File: src/rtl/udp_pkg.sv
// Shared types and constants for the UDP receive decoder: gray-coded FSM states,
// header length and status bit positions.
package udp_pkg;

    typedef enum logic [3:0] {
        S_HDR0 = 4'b0000,
        S_HDR1 = 4'b0001,
        S_HDR2 = 4'b0011,
        S_HDR3 = 4'b0010,
        S_HDR4 = 4'b0110,
        S_HDR5 = 4'b0111,
        S_HDR6 = 4'b0101,
        S_HDR7 = 4'b0100,
        S_DATA = 4'b1100,
        S_PAD  = 4'b1101,
        S_DONE = 4'b1111,
        S_SKIP = 4'b1110
    } state_t;

    localparam int UDP_HDR_LEN = 8;

    localparam int ST_PORT_ERR = 0;
    localparam int ST_LEN_ERR  = 1;
    localparam int ST_CSUM_ERR = 2;

    function automatic state_t hdr_next(input state_t s);
        case (s)
            S_HDR0:  return S_HDR1;
            S_HDR1:  return S_HDR2;
            S_HDR2:  return S_HDR3;
            S_HDR3:  return S_HDR4;
            S_HDR4:  return S_HDR5;
            S_HDR5:  return S_HDR6;
            S_HDR6:  return S_HDR7;
            default: return S_DATA;
        endcase
    endfunction

endpackage

File: src/rtl/udp_csum_acc.sv
// Internet-checksum accumulator over a byte stream (big-endian 16-bit words) plus an
// external pseudo-header sum. Also intended for the transmit-side data checksum.
module udp_csum_acc (
    input  logic        i_clk,
    input  logic        i_rst,
    input  logic        i_clr,
    input  logic        i_byte_vld,
    input  logic [7:0]  i_byte,
    input  logic        i_odd,
    input  logic [15:0] i_pseudo,
    output logic [15:0] o_sum,
    output logic        o_ok
);

    logic [19:0] r_acc;
    logic [19:0] w_base;
    logic [19:0] w_addend;
    logic [20:0] w_tot;
    logic [16:0] w_f1;
    logic [15:0] w_f2;

    // Carries are folded back on every add so long datagrams cannot overflow 20 bits.
    assign w_base   = i_clr ? 20'd0 : ({4'b0, r_acc[15:0]} + {16'b0, r_acc[19:16]});
    assign w_addend = i_odd ? {12'b0, i_byte} : {4'b0, i_byte, 8'b0};

    always_ff @(posedge i_clk) begin
        if (i_rst) begin
            r_acc <= '0;
        end else if (i_byte_vld) begin
            r_acc <= w_base + w_addend;
        end else if (i_clr) begin
            r_acc <= '0;
        end
    end

    assign w_tot = {1'b0, r_acc} + {5'b0, i_pseudo};
    assign w_f1  = {1'b0, w_tot[15:0]} + {12'b0, w_tot[20:16]};
    assign w_f2  = w_f1[15:0] + {15'b0, w_f1[16]};
    assign o_sum = w_f2;
    assign o_ok  = (w_f2 == 16'hFFFF);

endmodule

File: src/rtl/udp_decoder.sv
// UDP receive decoder: parses the header, filters on destination port, forwards payload
// and reports per-datagram status. Define UDP_DECODER_CHECKSUM_EN to check the checksum.
//
// state | meaning
// HDR0  | idle / first header byte (src port hi)
// HDR1-7| remaining header bytes: src lo, dst, length, checksum
// DATA  | forwarding payload bytes
// PAD   | consuming bytes beyond length (or of a rejected datagram)
// DONE  | one-cycle status report
// SKIP  | ignoring a non-UDP or partially-seen frame
module udp_decoder #(
    parameter logic [15:0] HTGv6_UDP_PORT = 16'd10_002
) (
    input  logic        i_clk,
    input  logic        i_rst,
    input  logic        i_udp_en,
    input  logic [7:0]  i_in_data,
    input  logic        i_in_data_vld,
    input  logic [15:0] i_udp_pseudo_header_checksum,
    output logic [15:0] o_udp_src_port,
    output logic [15:0] o_udp_dst_port,
    output logic [15:0] o_udp_length,
    output logic [7:0]  o_out_data,
    output logic        o_out_data_vld,
    output logic        o_udp_done,
    output logic [2:0]  o_udp_status
);
    import udp_pkg::*;

    state_t      r_state;
    state_t      w_next;
    logic        r_vld_q;
    logic [15:0] r_src;
    logic [15:0] r_dst;
    logic [15:0] r_len;
    logic [15:0] r_remain;
    logic [1:0]  r_status;
    logic [7:0]  r_out_data;
    logic        r_out_vld;
    logic        w_start;
    logic        w_set_port;
    logic        w_set_len;
    logic        w_fwd;
    logic        w_csum_err;

    always_comb begin
        w_next     = r_state;
        w_start    = 1'b0;
        w_set_port = 1'b0;
        w_set_len  = 1'b0;
        w_fwd      = 1'b0;
        case (r_state)
            S_HDR0: begin
                // r_vld_q high means we are mid-frame (e.g. just out of reset): skip it.
                if (i_in_data_vld) begin
                    if (i_udp_en && !r_vld_q) begin
                        w_start = 1'b1;
                        w_next  = S_HDR1;
                    end else begin
                        w_next = S_SKIP;
                    end
                end
            end
            S_HDR1, S_HDR2, S_HDR3, S_HDR4, S_HDR5, S_HDR6: begin
                if (i_in_data_vld) begin
                    w_next = hdr_next(r_state);
                end else begin
                    w_set_len = 1'b1;
                    w_next    = S_DONE;
                end
            end
            S_HDR7: begin
                if (i_in_data_vld) begin
                    w_set_len  = (r_len < 16'(UDP_HDR_LEN));
                    w_set_port = (r_dst != HTGv6_UDP_PORT);
                    if (w_set_len || w_set_port || (r_len == 16'(UDP_HDR_LEN))) begin
                        w_next = S_PAD;
                    end else begin
                        w_next = S_DATA;
                    end
                end else begin
                    w_set_len = 1'b1;
                    w_next    = S_DONE;
                end
            end
            S_DATA: begin
                if (i_in_data_vld) begin
                    w_fwd = 1'b1;
                    if (r_remain == 16'd1) begin
                        w_next = S_PAD;
                    end
                end else begin
                    w_set_len = 1'b1;
                    w_next    = S_DONE;
                end
            end
            S_PAD:   if (!i_in_data_vld) w_next = S_DONE;
            S_SKIP:  if (!i_in_data_vld) w_next = S_HDR0;
            S_DONE:  w_next = S_HDR0;
            default: w_next = S_HDR0;
        endcase
    end

    always_ff @(posedge i_clk) begin
        if (i_rst) begin
            r_state    <= S_HDR0;
            r_vld_q    <= 1'b1;
            r_src      <= '0;
            r_dst      <= '0;
            r_len      <= '0;
            r_remain   <= '0;
            r_status   <= '0;
            r_out_data <= '0;
            r_out_vld  <= 1'b0;
        end else begin
            r_state   <= w_next;
            r_vld_q   <= i_in_data_vld;
            r_out_vld <= w_fwd;
            if (w_fwd) r_out_data <= i_in_data;
            if (w_start) begin
                r_src[15:8] <= i_in_data;
                r_status    <= '0;
            end else begin
                if (w_set_port) r_status[ST_PORT_ERR] <= 1'b1;
                if (w_set_len)  r_status[ST_LEN_ERR]  <= 1'b1;
            end
            if (i_in_data_vld) begin
                case (r_state)
                    S_HDR1:  r_src[7:0]  <= i_in_data;
                    S_HDR2:  r_dst[15:8] <= i_in_data;
                    S_HDR3:  r_dst[7:0]  <= i_in_data;
                    S_HDR4:  r_len[15:8] <= i_in_data;
                    S_HDR5:  r_len[7:0]  <= i_in_data;
                    S_HDR7:  r_remain    <= r_len - 16'(UDP_HDR_LEN);
                    S_DATA:  r_remain    <= r_remain - 16'd1;
                    default: ;
                endcase
            end
        end
    end

`ifdef UDP_DECODER_CHECKSUM_EN
    logic [15:0] r_csum;
    logic        r_phase;
    logic        w_acc_en;
    logic        w_ok;
    logic [15:0] w_sum;
    logic        w_unused_sum;

    // Only header and in-length payload bytes are summed; PAD bytes never are.
    assign w_acc_en = i_in_data_vld &&
                      (w_start || r_state == S_DATA ||
                       (r_state inside {S_HDR1, S_HDR2, S_HDR3, S_HDR4, S_HDR5, S_HDR6, S_HDR7}));

    always_ff @(posedge i_clk) begin
        if (i_rst) begin
            r_csum  <= '0;
            r_phase <= 1'b0;
        end else begin
            if (w_start) begin
                r_phase <= 1'b1;
            end else if (w_acc_en) begin
                r_phase <= ~r_phase;
            end
            if (i_in_data_vld && r_state == S_HDR6) r_csum[15:8] <= i_in_data;
            if (i_in_data_vld && r_state == S_HDR7) r_csum[7:0]  <= i_in_data;
        end
    end

    udp_csum_acc u_csum_acc (
        .i_clk      (i_clk),
        .i_rst      (i_rst),
        .i_clr      (w_start),
        .i_byte_vld (w_acc_en),
        .i_byte     (i_in_data),
        .i_odd      (w_start ? 1'b0 : r_phase),
        .i_pseudo   (i_udp_pseudo_header_checksum),
        .o_sum      (w_sum),
        .o_ok       (w_ok)
    );

    assign w_unused_sum = ^w_sum;
    // A zero checksum field means "not computed"; errored datagrams are not checked.
    assign w_csum_err = (r_status == 2'b00) && (r_csum != 16'h0000) && !w_ok;
`else
    logic w_unused_pseudo;
    assign w_unused_pseudo = ^i_udp_pseudo_header_checksum;
    assign w_csum_err      = 1'b0;
`endif

    always_comb begin
        o_udp_status = '0;
        if (r_state == S_DONE) begin
            o_udp_status[ST_PORT_ERR] = r_status[ST_PORT_ERR];
            o_udp_status[ST_LEN_ERR]  = r_status[ST_LEN_ERR];
            o_udp_status[ST_CSUM_ERR] = w_csum_err;
        end
    end

    assign o_udp_done     = (r_state == S_DONE);
    assign o_udp_src_port = r_src;
    assign o_udp_dst_port = r_dst;
    assign o_udp_length   = r_len;
    assign o_out_data     = r_out_data;
    assign o_out_data_vld = r_out_vld;

endmodule
File: config.mk
export PLATFORM = sky130hd
export DESIGN_NAME = udp_decoder
export DESIGN_NICKNAME = d
export VERILOG_FILES = /design/src/rtl/udp_pkg.sv /design/src/rtl/udp_csum_acc.sv /design/src/rtl/udp_decoder.sv
export SDC_FILE = /design/constraint.sdc
export NUM_CORES = 1
export LEC_CHECK = 0
export CORE_MARGIN = 4
export CORE_UTILIZATION = 50
export CTS_CLUSTER_DIAMETER = 80
export DETAILED_ROUTE_END_ITERATION = 7
export HOLD_SLACK_MARGIN = 0.06
export PLACE_DENSITY = 0.76
export SLEW_MARGIN = 10
export SYNTH_ARGS = -nofsm -noshare
export SYNTH_HDL_FRONTEND = slang
export SYNTH_HIERARCHICAL = 1
export SYNTH_SLANG_ARGS = --single-unit
File: constraint.sdc
create_clock -name i_clk -period 2.1 [get_ports i_clk]
set_input_delay 0.21 -clock i_clk [delete_from_list [all_inputs] [get_ports i_clk]]
set_output_delay 0.21 -clock i_clk [all_outputs]
set_load 0.05 [all_outputs]
---- After elaboration in Yosys (flattened, before gate mapping) ----
Cells that the tools add are included.
storage, ports and cells
  bits in registers ....................... 80
  bits of input ports ..................... 28
  output and inout port bits .............. 61
  word-level logic and storage cells ...... 73
cells by class
  add/sub/neg operators ................... 2
  order comparisons ....................... 1
  equal/unequal tests ..................... 18
  multiplexer cells ....................... 23
  reductions and logical operators ........ 16
operator list
  operator               number
  $pmux 4 s6             2
  $mux 4                 8
  $pmux 16 s2            1
  $eq 16x1->1 const B    1
  $eq 16x4->1 const B    1
  $eq 4x3->1 const B     4
  $eq 4x4->1 const B     4
  $lt 16x4->1 const B    1
  $ne 16x14->1 const B   1
  $sub 16x1->16 const B  1
  $sub 16x4->16 const B  1
  $reduce_and 2->1       6
  $mux 1                 10
  $eq 4x2->1 const B     2
  $reduce_or 7->1        1
  $ne 2x2->1 const B     3
  $reduce_or 6->1        1
  $eq 4x1->1 const B     1
  $logic_not 4->1        1
  $reduce_and 4->1       1
  $ne 3x3->1 const B     1
  $logic_or 1x1->1       2
  $mux 2                 1
  $pmux 1 s2             1
  4 further kinds        4

---- Depth between registers and ports, before layout ----
Gate-level depths: netlist of the first run.
  depth in word-level cells ............... 6
  mapped depth ............................ 8

---- Least setup slack after synthesis of the first run ----
No wires, ideal clock.
  path kind ............................... flip-flop to output port
  start ................................... register r_state[3]
  end ..................................... output o_udp_status[0]
  data arrival time ....................... 2.006 ns
  data required time ...................... 1.890 ns
  path slack .............................. -0.116 ns
  cell stages (with the launch flop) ...... 5
  cell sequence ........................... dfxtp_1 clkbuf_1 nand2_1 nor2_1 and2_1
on the way
  cells in the longest elaborated chain, start to end .. 2
RTL lines
  item                    RTL line            source
  from (decl)             udp_decoder.sv:30   state_t r_state;
  from (signal assigned)  udp_decoder.sv:116  r_state <= w_next;
  $eq 4x4->1              --
  via o_udp_done          udp_decoder.sv:25   output logic o_udp_done,
  $mux 2                  udp_decoder.sv:193  if (r_state == S_DONE) begin
  to (decl)               udp_decoder.sv:26   output logic [2:0] o_udp_status
The timed path passes the listed nets, and every way through them passes these cells.

---- Worst setup path after layout of the first run ----
  start ................................... register r_remain[2]
  end ..................................... register r_state[0]
on the way
  cells in the longest elaborated chain, start to end .. 3
RTL lines
  item                               RTL line            source
  from (decl)                        udp_decoder.sv:36   logic [15:0] r_remain;
  from (signal assigned)             udp_decoder.sv:134  S_HDR7: r_remain <= r_len - 16'(UDP_HDR_LEN);
  from (signal assigned)             udp_decoder.sv:135  S_DATA: r_remain <= r_remain - 16'd1;
  $eq 16x1->1                        udp_decoder.sv:89   if (r_remain == 16'd1) begin
  $ne 3x3->1 (no source line)        --
  $reduce_and 4->1 (no source line)  --
No other way between the ends.
A chain may end at the register's enable or synchronous reset.

==> results.md, run 1 <==
| Metric | Value | Unit |
|:---|:---|:---|
| Run status | finished, final reports clean | - |
| Synth-to-Final Area Change | 30.77 | % |
| Relative contribution of combinational cells to total power | 34.9 | % |
| Crit path launch type | register | - |
| Vias in the first global route | 3,521 | - |
| Antenna violations before repair | 0 | - |
| Fraction of power consumed by sequential logic | 40.8 | % |
| Count of unresolved DRC violations after routing | 0 | - |
| Maximum clock insertion buffer count | 2 | - |
| Starting Density | 52.14 | % |
| Leakage | 1.972 | nW |
| Async S/R FF share, synth | 0 | % |
| Post-synthesis average cell area | 8.609 | um^2 |
| Switching Fraction | 37.24 | % |
| Max_slew headroom | 50.94 | % |
| Highest clock frequency the design can meet | 0.5140 | GHz |
| Worst Path Arrival | 2.20 | ns |
| Total power per unit cell area | 913.0 | nW/um^2 |
| Post-detailed-placement half-perimeter wirelength | 7.729 | mm |
| Maximum number of pins on one net before global-route repair | 36 | - |
| Dominant combinational cell family by area after synthesis | simple AND/OR/NAND/NOR gates | - |
| Finished Cell Area | 4999 | um^2 |
| Clock period minus worst slack | 1.946 | ns |
| Sequential area share after synthesis | 41.90 | % |
| Fin. max-slew vios | 0 | - |
| Number of cells produced by synthesis | 444 | - |
| Antenna cells | 0 | - |
| Number of warning messages in the yosys log | 6 | - |
| Required @ worst endpoint | 2.35 | ns |
| Library cells used by synthesis | 63 | - |
| Clk_lat worst skew | 0.35 | ns |
| Floorplan core area | 7331 | um^2 |
| Layout cell share with drive strength beyond 1 | 12.76 | % |
| Number of top-level pins | 89 | - |
| Path class of the lowest-slack min-delay path | primary input to register | - |
| GRT Residual Overflow | 0 | - |
| Cell-internal power | 0.002864 | W |
| Routability-driven placement congestion ratio | 0.9285 | - |
| Share of power burned in the clock network | 24.3 | % |
| Simple-gate share of the synthesized area | 24.84 | % |
| Via count | 3,633 | - |
| Die X | 95.44 | um |
| Parity-gate share of the synthesized area counting xor and xnor cells | 2.291 | % |
| Post-detailed-route count of antenna-violating nets | 0 | - |
| Avg Vias per Cell | 5.748 | - |
| Net count, final | 560 | - |
| Setup-failing EPs final | 0 | - |
| Clock tree from TritonCTS | done | - |
| Inserted Clock Buffers | 9 | - |
| Chip Height | 95.44 | um |
| Cell area after synthesis | 3822 | um^2 |
| Number of H-tree levels | 3 | - |
| Drt pass-1 iters | 5 | - |
| Placed cell area | 4803 | um^2 |
| Clk slew on worst S/H paths | 0.08 | ns |
| Hold Slack | 0.4074 | ns |
| Path type of the worst setup path | register to register | - |
| Synth Register Bits | 80 | - |
| Die area | 9108 | um^2 |
| First-pass GRT wire length | 17.86 | mm |
| Count of buffers from port buffering | 71 | - |
| Final core utilization | 68.19 | % |
| Synthesized-area fraction occupied by adder cells | 0.9820 | % |
| Final clock period utilization by the worst path | 92.65 | % |
| Number of clock sinks | 80 | - |
| Total negative setup slack | 0 | ns |
| Rows | 31 | - |
| Largest fanout on the critical path | 7 | - |
| Power spent charging and discharging nets | 0.001699 | W |
| Tot GR Track Use | 25.22 | % |
| VDD IR-drop max | 0.5708 | mV |
| Number of enable flip-flop cells after synthesis | 0 | - |
| Violation count after the first detailed-routing iteration | 160 | - |
| Synthesized netlist net count | 475 | - |
| Routed len/inst | 17.23 | um |
| Share of the synthesized area in compound gates (AO/OA/AOI/OAI) | 13.39 | % |
| Type of element capturing the critical path | register | - |
| Mux share of post-synthesis cell area | 12.83 | % |
| Maxcap violations | 0 | - |
| Final wirelength | 10.89 | mm |
| Tightest Pin Transition | 0.7359 | ns |
| Number of failing hold endpoints at the final stage | 0 | - |
| Worst clock skew | 0.01170 | ns |
| Top FF cell, synth | dfxtp_1 | - |
| RSZ-0062 raised after global routing | false | - |
| Library cell used as clock root buffer | clkbuf_8 | - |
| Register-to-register setup slack | 0.15 | ns |
final timing paths:
check	cells after the start	end	start
worst max-delay path	5	r_state[0]$_SDFFE_PP0P_	r_remain[2]$_SDFFE_PP0P_
worst min-delay path	2	o_out_data_vld$_SDFF_PP0_	i_rst
worst max register to register	5	r_state[0]$_SDFFE_PP0P_	r_remain[2]$_SDFFE_PP0P_
worst min register to register	2	o_out_data[7]$_SDFFE_PP0P_	o_out_data[7]$_SDFFE_PP0P_
state kept, by name (all words and copies together), names as in the netlist:
| signal | count |
|---|---|
| o_out_data | 8 |
| r_state | 4 |
| o_udp_length | 16 |
| o_udp_src_port | 16 |
| o_udp_dst_port | 16 |
| r_status | 2 |
| o_out_data_vld | 1 |
| r_vld_q | 1 |
| r_remain | 16 |
layout by cell type, fill, tap and decap left out, types with 4 or more instances in the layout:
master / instances
a21oi_1: 30
a31oi_1: 6
and2_1: 4
buf_12: 4
buf_4: 26
clkbuf_8: 9
clkdlybuf4s50_1: 67
dfxtp_1: 78
inv_1: 9
mux2i_1: 49
nand2_1: 42
nand3_1: 8
nand4_1: 4
nor2_1: 76
nor3_1: 14
o211ai_1: 5
o21ai_0: 10
o21ai_1: 6
or3_1: 4
xnor2_1: 7
cell usage after synthesis, drive strengths merged, types with 5 or more instances:
| cell type | instances | area share, % |
|---|---|---|
| o211ai | 5 | 0.98 |
| inv | 10 | 0.98 |
| nand3 | 9 | 1.3 |
| buf | 8 | 1.1 |
| or3 | 5 | 0.85 |
| clkbuf | 16 | 1.6 |
| nand2 | 42 | 4.1 |
| o21ai | 16 | 2.1 |
| nor3 | 17 | 2.6 |
| mux2i | 49 | 13 |
| a21oi | 30 | 3.9 |
| nor4 | 7 | 2.5 |
| a31oi | 6 | 0.98 |
| dfxtp | 80 | 42 |
| nor2 | 79 | 7.9 |
| xnor2 | 7 | 1.6 |
repair_timing:
item / 4_1_cts / 5_1_grt
hold buffers: 0 / 0
gates resized for setup: 0 / 4
setup buffers: 0 / 0
endpoints found under the setup margin: 0 / 5
metal layers:
layer	global-route usage, %	vias to the layer above	wire length (um)	share of wire, %
met5	0	-	0	0
met4	6.635	0	121	1.1
met3	5.604	13	608	5.6
met2	39.71	128	5286	49
met1	34.96	1752	4875	45
li1	-	1740	-	-
kinds of logic after synthesis:
| logic type | count (synthesis) |
|---|---|
| AO/OA/AOI/OAI | 81 |
| adder cells (fa/ha/maj) | 3 |
| buffers and inverters | 34 |
| XOR/XNOR | 10 |
| multiplexers | 49 |
| other | 1 |
| flip-flops | 80 |
| AND/OR/NAND/NOR | 186 |
per-stage QoR:
stage | setup WS [ns] | total power, W | cells
6_report | 0.1543 | 0.004564 | 632
5_1_grt | 0.01935 | 0.004835 | 632
4_1_cts | 0.01367 | 0.004550 | 632
3_5_place_dp | 0.03389 | 0.003450 | 617
3_3_place_gp | 0.1019 | 0.003414 | 617
2_1_floorplan | 0.1168 | 0.002972 | 444
layout make-up:
cell class                 instances  area, um^2
fill                             582        2332
multi-input combinational        330        2097
sequential                        80        1604
timing repair buffer              98       950.9
clock buffer                      10       127.6
tap                               99       123.9
clock inverter                     5       57.56
inverter                          10       37.54
power by group through the flow:
stage               Combinational [W]  Sequential [W]  Clock (W)
floorplan                    0.000990         0.00198          0
global placement              0.00154         0.00188          0
detailed placement            0.00156         0.00189          0
CTS                           0.00157         0.00185    0.00112
global route                  0.00174         0.00189    0.00121
finish                        0.00159         0.00186    0.00111
worst max-delay path: stages, from the launching register on:
cell and delay, ns:
dfxtp_1 0.38, nor3_1 0.51, and4_1 0.32, a41oi_1 0.18, o21ba_1 0.24, a311oi_2 0.22
Power figures use the tool's default switching activity.
==> run 2, diff against run 1 <==
- CORE_MARGIN: 4 -> 2
- CORE_UTILIZATION: 50 -> 52
- CTS_BUF_LIST: unset -> sky130_fd_sc_hd__clkbuf_8
- PLACE_DENSITY: 0.76 -> 0.9
==> run 2 against run 1 <==
- hold slack got worse by 0.0075 ns
- die area shrank 12%
- global-route usage grew 2.5 points
- via count grew 2.6%
- first-iteration DRC count is 55% higher
- sequential share of layout area is 0.064 points higher
- critical path type is now register to output pin
==> results.md, run 2 (same netlist as run 1, synthesis figures left out) <==
| Metric | Value | Unit | Change |
|:---|:---|:---|:---|
| Slowest cell on the critical path | clkdlybuf4s50_1 | - |  |
| Final setup slack of the worst path | 0.1251 | ns | -0.02921 ns |
| Routed len/inst | 17.64 | um | +2.4% |
| Drt pass-1 iters | 6 | - | +1 |
| First-pass GRT wire length | 18.22 | mm | +2.0% |
| Max_slew headroom | 52.24 | % | +1.3 points |
| Sequential Area | 1604 | um^2 | unchanged |
| Final wirelength | 11.08 | mm | +1.7% |
| Via count | 3,727 | - | +2.6% |
| Net count, final | 556 | - | -0.71% |
| Count of unresolved DRC violations after routing | 0 | - | unchanged |
| Setup-failing EPs final | 0 | - | unchanged |
| Antenna violations before repair | 0 | - | unchanged |
| Clk slew on worst S/H paths | 0.08 | ns | about the same |
| Die area | 8052 | um^2 | -12% |
| Antenna cells | 0 | - | unchanged |
| Area taken by multi-input logic gates | 2097 | um^2 | unchanged |
| Avg Vias per Cell | 5.935 | - | +3.2% |
| Tightest Pin Transition | 0.7164 | ns | -0.01950 ns |
| Routability-driven placement congestion ratio | 0.9221 | - | -0.69% |
| Total negative setup slack | 0 | ns | unchanged |
| Post-detailed-placement half-perimeter wirelength | 7.513 | mm | -2.8% |
| Violation count after the first detailed-routing iteration | 248 | - | +55% |
| Inserted Clock Buffers | 9 | - | unchanged |
| Hold Slack | 0.3999 | ns | -0.007485 ns |
| Worst clock skew | 0.006072 | ns | -0.005629 ns |
| Count of buffers from port buffering | 71 | - | unchanged |
| Leakage | 1.953 | nW | -0.95% |
| Clock tree from TritonCTS | done | - |  |
| Crit path launch type | register | - |  |
| Synth-to-Final Area Change | 30.51 | % |  |
| Library cell used as clock root buffer | clkbuf_8 | - |  |
| Total power per unit cell area | 918.3 | nW/um^2 | +0.58% |
| Tot GR Track Use | 27.67 | % | +2.5 points |
| Number of H-tree levels | 3 | - | unchanged |
| Die X | 89.74 | um | -6.0% |
| Cell chain of the critical path | clkdlybuf4s50_1 | - |  |
| Path class of the lowest-slack min-delay path | primary input to register | - |  |
| Fill cells | 470 | - | -19% |
| Number of top-level pins | 89 | - | unchanged |
| Path type of the worst setup path | register to output pin | - |  |
| Type of element capturing the critical path | output pin | - |  |
| Largest fanout on the critical path | 7 | - | unchanged |
| Highest clock frequency the design can meet | 0.5064 | GHz | -1.5% |
| Run status | finished, final reports clean | - |  |
| Met2 track demand over resource | 46.91 | % | +7.2 points |
| Final core utilization | 69.52 | % | +1.3 points |
| Delay of the slowest critical-path stage | 0.89 | ns | +0.38 ns |
| Rows | 31 | - | unchanged |
| Setup WS pre-CTS | -0.04789 | ns | -0.08178 ns |
| Post-detailed-route count of antenna-violating nets | 0 | - | unchanged |
| Floorplan core area | 7176 | um^2 | -2.1% |
| GRT busiest layer | met2 | - |  |
| Grt met3 use | 7.795 | % | +2.2 points |
| GRT Residual Overflow | 0 | - | unchanged |
| Final clock period utilization by the worst path | 94.04 | % | +1.4 points |
| Finished Cell Area | 4989 | um^2 | -0.20% |
| Vias in the first global route | 3,703 | - | +5.2% |
| Fin. max-slew vios | 0 | - | unchanged |
| Leading cell types in the layout, fill and taps excluded | 78 x dfxtp_1, 76 x nor2_1, 67 x clkdlybuf4s50_1 | - |  |
| Delay-heaviest family, CP | buffers and inverters | - |  |
| Number of buffers added for setup after CTS | 0 | - | unchanged |
| Number of clock sinks | 80 | - | unchanged |
| VDD IR-drop max | 0.5688 | mV | -0.36% |
| Most frequent standard cell in the layout excluding fill and tap cells | dfxtp_1 | - |  |
| RSZ-0062 raised after global routing | false | - |  |
| Worst Path Arrival | 1.76 | ns | -0.44 ns |
| Clock period minus worst slack | 1.975 | ns | +0.02921 ns |
| Chip Height | 89.74 | um | -6.0% |
| Global-route met1 utilization | 33.08 | % | -1.9 points |
| Worst path bufs/invs | 1 | - | +1 |
| Placed cell area | 4786 | um^2 | -0.36% |
| Starting Density | 53.27 | % | +1.1 points |
| Required @ worst endpoint | 1.89 | ns | -0.46 ns |
| Layout cell share with drive strength beyond 1 | 12.29 | % | -0.47 points |
| Number of failing hold endpoints at the final stage | 0 | - | unchanged |
| Maximum number of pins on one net before global-route repair | 36 | - | unchanged |
| Clk_lat worst skew | 0.35 | ns | about the same |
| Maxcap violations | 0 | - | unchanged |
| Maximum clock insertion buffer count | 2 | - | unchanged |
run 2: changes by cell type in the layout (fill, tap and decap cells not counted):
cell        change
buf_12          +1
buf_4           -5
clkbuf_1        -1
clkinv_2        -1
clkinvlp_4      +1
inv_6           +1
run 2: final timing paths:
check | from | end | slack [ns] | cells after the start
setup / recovery | o_udp_length[5]$_SDFFE_PP0P_ | o_udp_length[5] | 0.13 | 1
hold / removal | i_rst | o_udp_src_port[0]$_SDFFE_PP0P_ | 0.40 | 2
setup reg to reg | o_udp_length[4]$_SDFFE_PP0P_ | r_remain[15]$_SDFFE_PP0P_ | 0.19 | 7
hold reg to reg | o_out_data[2]$_SDFFE_PP0P_ | o_out_data[2]$_SDFFE_PP0P_ | 0.47 | 2
run 2: metrics by stage:
stage	power, W	cells
2_1_floorplan	0.002972	444
3_3_place_gp	0.003365	613
3_5_place_dp	0.003411	613
4_1_cts	0.004538	628
5_1_grt	0.004796	628
6_report	0.004581	628
run 2: timing repair:
item                       4_1_cts  5_1_grt
setup endpoints to repair        0        4
gates resized for setup          0        4
hold buffers                     0        0
hold endpoints to repair         0        0
run 2: routing by layer:
| metal | vias up | wire (um) | part of all wire, % |
|---|---|---|---|
| met5 | - | 0 | 0 |
| met4 | 0 | 316 | 2.9 |
| met2 | 182 | 5329 | 48 |
| li1 | 1740 | - | - |
| met3 | 36 | 875 | 7.9 |
| met1 | 1769 | 4556 | 41 |
run 2: final cells by class:
cell class,instances,share of cell area (%)
Multi-Input combinational cell,330,42.04
Sequential cell,80,32.15
Clock buffer,9,2.483
Inverter,10,0.7524
Timing Repair Buffer,94,18.71
Tap cell,99,2.483
Clock inverter,6,1.379
run 2: power breakdown:
part | internal, W | total, W | leakage [nW] | switching, W
Sequential | 0.00167 | 0.00187 | 0.649 | 0.000201
Combinational | 0.000637 | 0.00157 | 1.21 | 0.000932
Clock | 0.000551 | 0.00114 | 0.0961 | 0.000591
==> RTL edit: new RTL, settings of run 2 <==
Re-encode `state_t` (12 states) as one-hot, 12 bits wide. Comments in the files are not updated.
--- a/src/rtl/udp_pkg.sv
+++ b/src/rtl/udp_pkg.sv
@@ -3,17 +3,17 @@
 package udp_pkg;
 
-    typedef enum logic [3:0] {
-        S_HDR0 = 4'b0000,
-        S_HDR1 = 4'b0001,
-        S_HDR2 = 4'b0011,
-        S_HDR3 = 4'b0010,
-        S_HDR4 = 4'b0110,
-        S_HDR5 = 4'b0111,
-        S_HDR6 = 4'b0101,
-        S_HDR7 = 4'b0100,
-        S_DATA = 4'b1100,
-        S_PAD  = 4'b1101,
-        S_DONE = 4'b1111,
-        S_SKIP = 4'b1110
+    typedef enum logic [11:0] {
+        S_HDR0 = 12'b000000000001,
+        S_HDR1 = 12'b000000000010,
+        S_HDR2 = 12'b000000000100,
+        S_HDR3 = 12'b000000001000,
+        S_HDR4 = 12'b000000010000,
+        S_HDR5 = 12'b000000100000,
+        S_HDR6 = 12'b000001000000,
+        S_HDR7 = 12'b000010000000,
+        S_DATA = 12'b000100000000,
+        S_PAD  = 12'b001000000000,
+        S_DONE = 12'b010000000000,
+        S_SKIP = 12'b100000000000
     } state_t;
 
Behaviour: no difference found for any inputs over 10 cycles, from zero or initial values and one cycle with i_rst high; not proved beyond that.
==> RTL edit against run 2 <==
  * The flow now finishes with violations (setup timing)
  * Sequential cell count up 8
  * Critical path depth up 6
  * Via count up 25%
  * Clock skew up 0.0094 ns
  * Routed wire length up 37%
  * Core utilization up 1.6 points
  * Setup slack worse by 0.22 ns
  * First-iteration DRC count up 94%
  * Design area up 17%
  * Synthesized cell count up 18%
  * Area after synthesis up 15%
  * Critical path type is now reg2reg
Power is not compared: it rests on default switching activity, and its combinational part moved more than twofold at a synthesized area within 25%.
==> RTL edit: results (changes against run 2) <==
[outcome]
status=complete, but fails checks  ; was finished, final reports clean
violations=setup timing

[cts]
cts_buffers=9  ; unchanged
path_clk_slew_ns=0.10  ; was 0.08 ns
clock_latency_ns=0.37  ; was 0.35 ns

[min_path]
hp-class=in2reg  ; unchanged
hold_end=r_state[2]  ; was o_udp_src_port[0]

[finish]
drive_gt1_share_pct=17.54  ; was 12.29%
stdcell_count=732  ; was 628
fin_nets=653  ; was 556
layout.filler_cells=502  ; was 470

[timing]
fin_skew_ns=0.01551  ; was 0.006072 ns
setup_viol=10  ; was 0
tightest_slew_ns=0.5759  ; was 0.7164 ns
setup_ws_ns=-0.09025  ; was 0.1251 ns
worst_hold_slack_ns=0.2669  ; was 0.3999 ns

[route]
drtIter0Drc=480  ; was 248
wl_per_cell_um=20.72  ; was 17.64 um
viasPerCell=6.344  ; was 5.935

[logic_synthesis]
synth.top_cells.by_count=dfxtp_1 (88), nor2_1 (69), nand2_1 (53)  ; was dfxtp_1 (80), nor2_1 (77), mux2i_1 (49)
syn_nets=553  ; was 475
yosysUniqueCellTypes=59  ; was 63
synth-seq-area-share_pct=40.14  ; was 41.90%

[placed_design]
place_hpwl_um=9414  ; was 7513 um
port_buffers=71  ; unchanged
dp.cells=709  ; was 613

[grt]
track_usage_pct=32.52  ; was 27.67%
grt_start_max_net_pins=63  ; was 36
grt_pass1_wl_um=22880  ; was 18,220 um

[setup_path]
reg2reg_to=o_udp_length[2]  ; was r_remain[15]
arrival_ns=2.44  ; was 1.76 ns
rr_startpoint=r_state[10]  ; was o_udp_length[4]
crit_fanout=8  ; was 7

RTL edit: cell count changes in the layout (fill, tap and decap cells not counted), sizes merged, moves of 8 or more:
cell,run 2,this run
nand4,4,13
mux2i,49,40
nand2,42,53
buf,27,59
nor2,79,69
dfxtp,80,88
RTL edit: worst max-delay path by stage:
| stage | from | end | slack (ns) | cells past startpoint |
|---|---|---|---|---|
| floorplan | r_state[10] | o_udp_src_port[11] | -0.03 | 8 |
| global placement | i_in_data_vld | r_state[8] | 0.03 | 6 |
| detailed placement | i_in_data_vld | r_state[8] | -0.008 | 6 |
| CTS | r_state[10] | o_udp_src_port[8] | 0.002 | 6 |
| global route | r_state[10] | o_udp_length[2] | -0.09 | 7 |
| finish | r_state[10] | o_udp_length[2] | -0.09 | 7 |
RTL edit: layout make-up:
class | instances | share of cell area (%)
inverter | 11 | 0.7068
multi-input combinational | 386 | 42.62
clock inverter | 6 | 1.692
clock buffer | 10 | 2.356
tap | 105 | 2.249
sequential | 88 | 30.24
timing repair buffer | 126 | 20.13
RTL edit: critical path, stage by stage (launching register included):
cell     delay, ns
dfxtp_2       0.34
or4_4         0.54
buf_4         0.19
nor4_4        0.35
nand2_1       0.14
buf_6         0.19
mux2i_1       0.21
nor2_1        0.09
RTL edit: power breakdown:
part           leakage [nW]  switching (mW)  total (mW)  internal [mW]
sequential            0.711         0.00593        1.68           1.68
combinational          1.45           0.177       0.289          0.111
clock                 0.117           0.673        1.39          0.721
RTL edit: logic make-up (layout without fill, tap and decap cells):
family / Yosys count / after routing / synth area share (%)
buffers and inverters: 48 / 153 / 5.273
AOI/OAI and AO/OA: 92 / 92 / 13.40
xor gates and xnor gates: 12 / 12 / 2.395
and+or+nand+nor: 238 / 238 / 28.73
other: 1 / 1 / 0.08544
muxes: 40 / 40 / 9.122
DFF: 88 / 88 / 40.14
adders and majority gates: 3 / 3 / 0.8553
RTL edit: metal layers:
layer / GRT usage, % / vias to the layer above / wire [um]
met5: 0 / - / 0
met4: 13.69 / 0 / 607
met3: 9.162 / 58 / 1394
met2: 53.55 / 286 / 7288
met1: 39.89 / 2235 / 5876
li1: - / 2065 / -
RTL edit: through the flow:
stage	utilization (%)	setup TNS [ns]	area [um^2]	setup WS [ns]
2_1_floorplan	-	-0.2270	4400	-0.02843
6_report	71.10	-0.2744	5842	-0.09025
5_1_grt	71.10	-1.037	5842	-0.09299
3_5_place_dp	66.29	-0.007837	5446	-0.007837
3_3_place_gp	66.29	0	5446	0.02629
4_1_cts	69.74	0	5731	0.002457
RTL edit: what timing repair did:
action / 4_1_cts / 5_1_grt
hold endpoints to repair: 0 / 0
gates resized for setup: 4 / 21
setup buffers: 4 / 2
gates cloned: 0 / 1
pin swaps: 0 / 4
endpoints found under the setup margin: 12 / 27
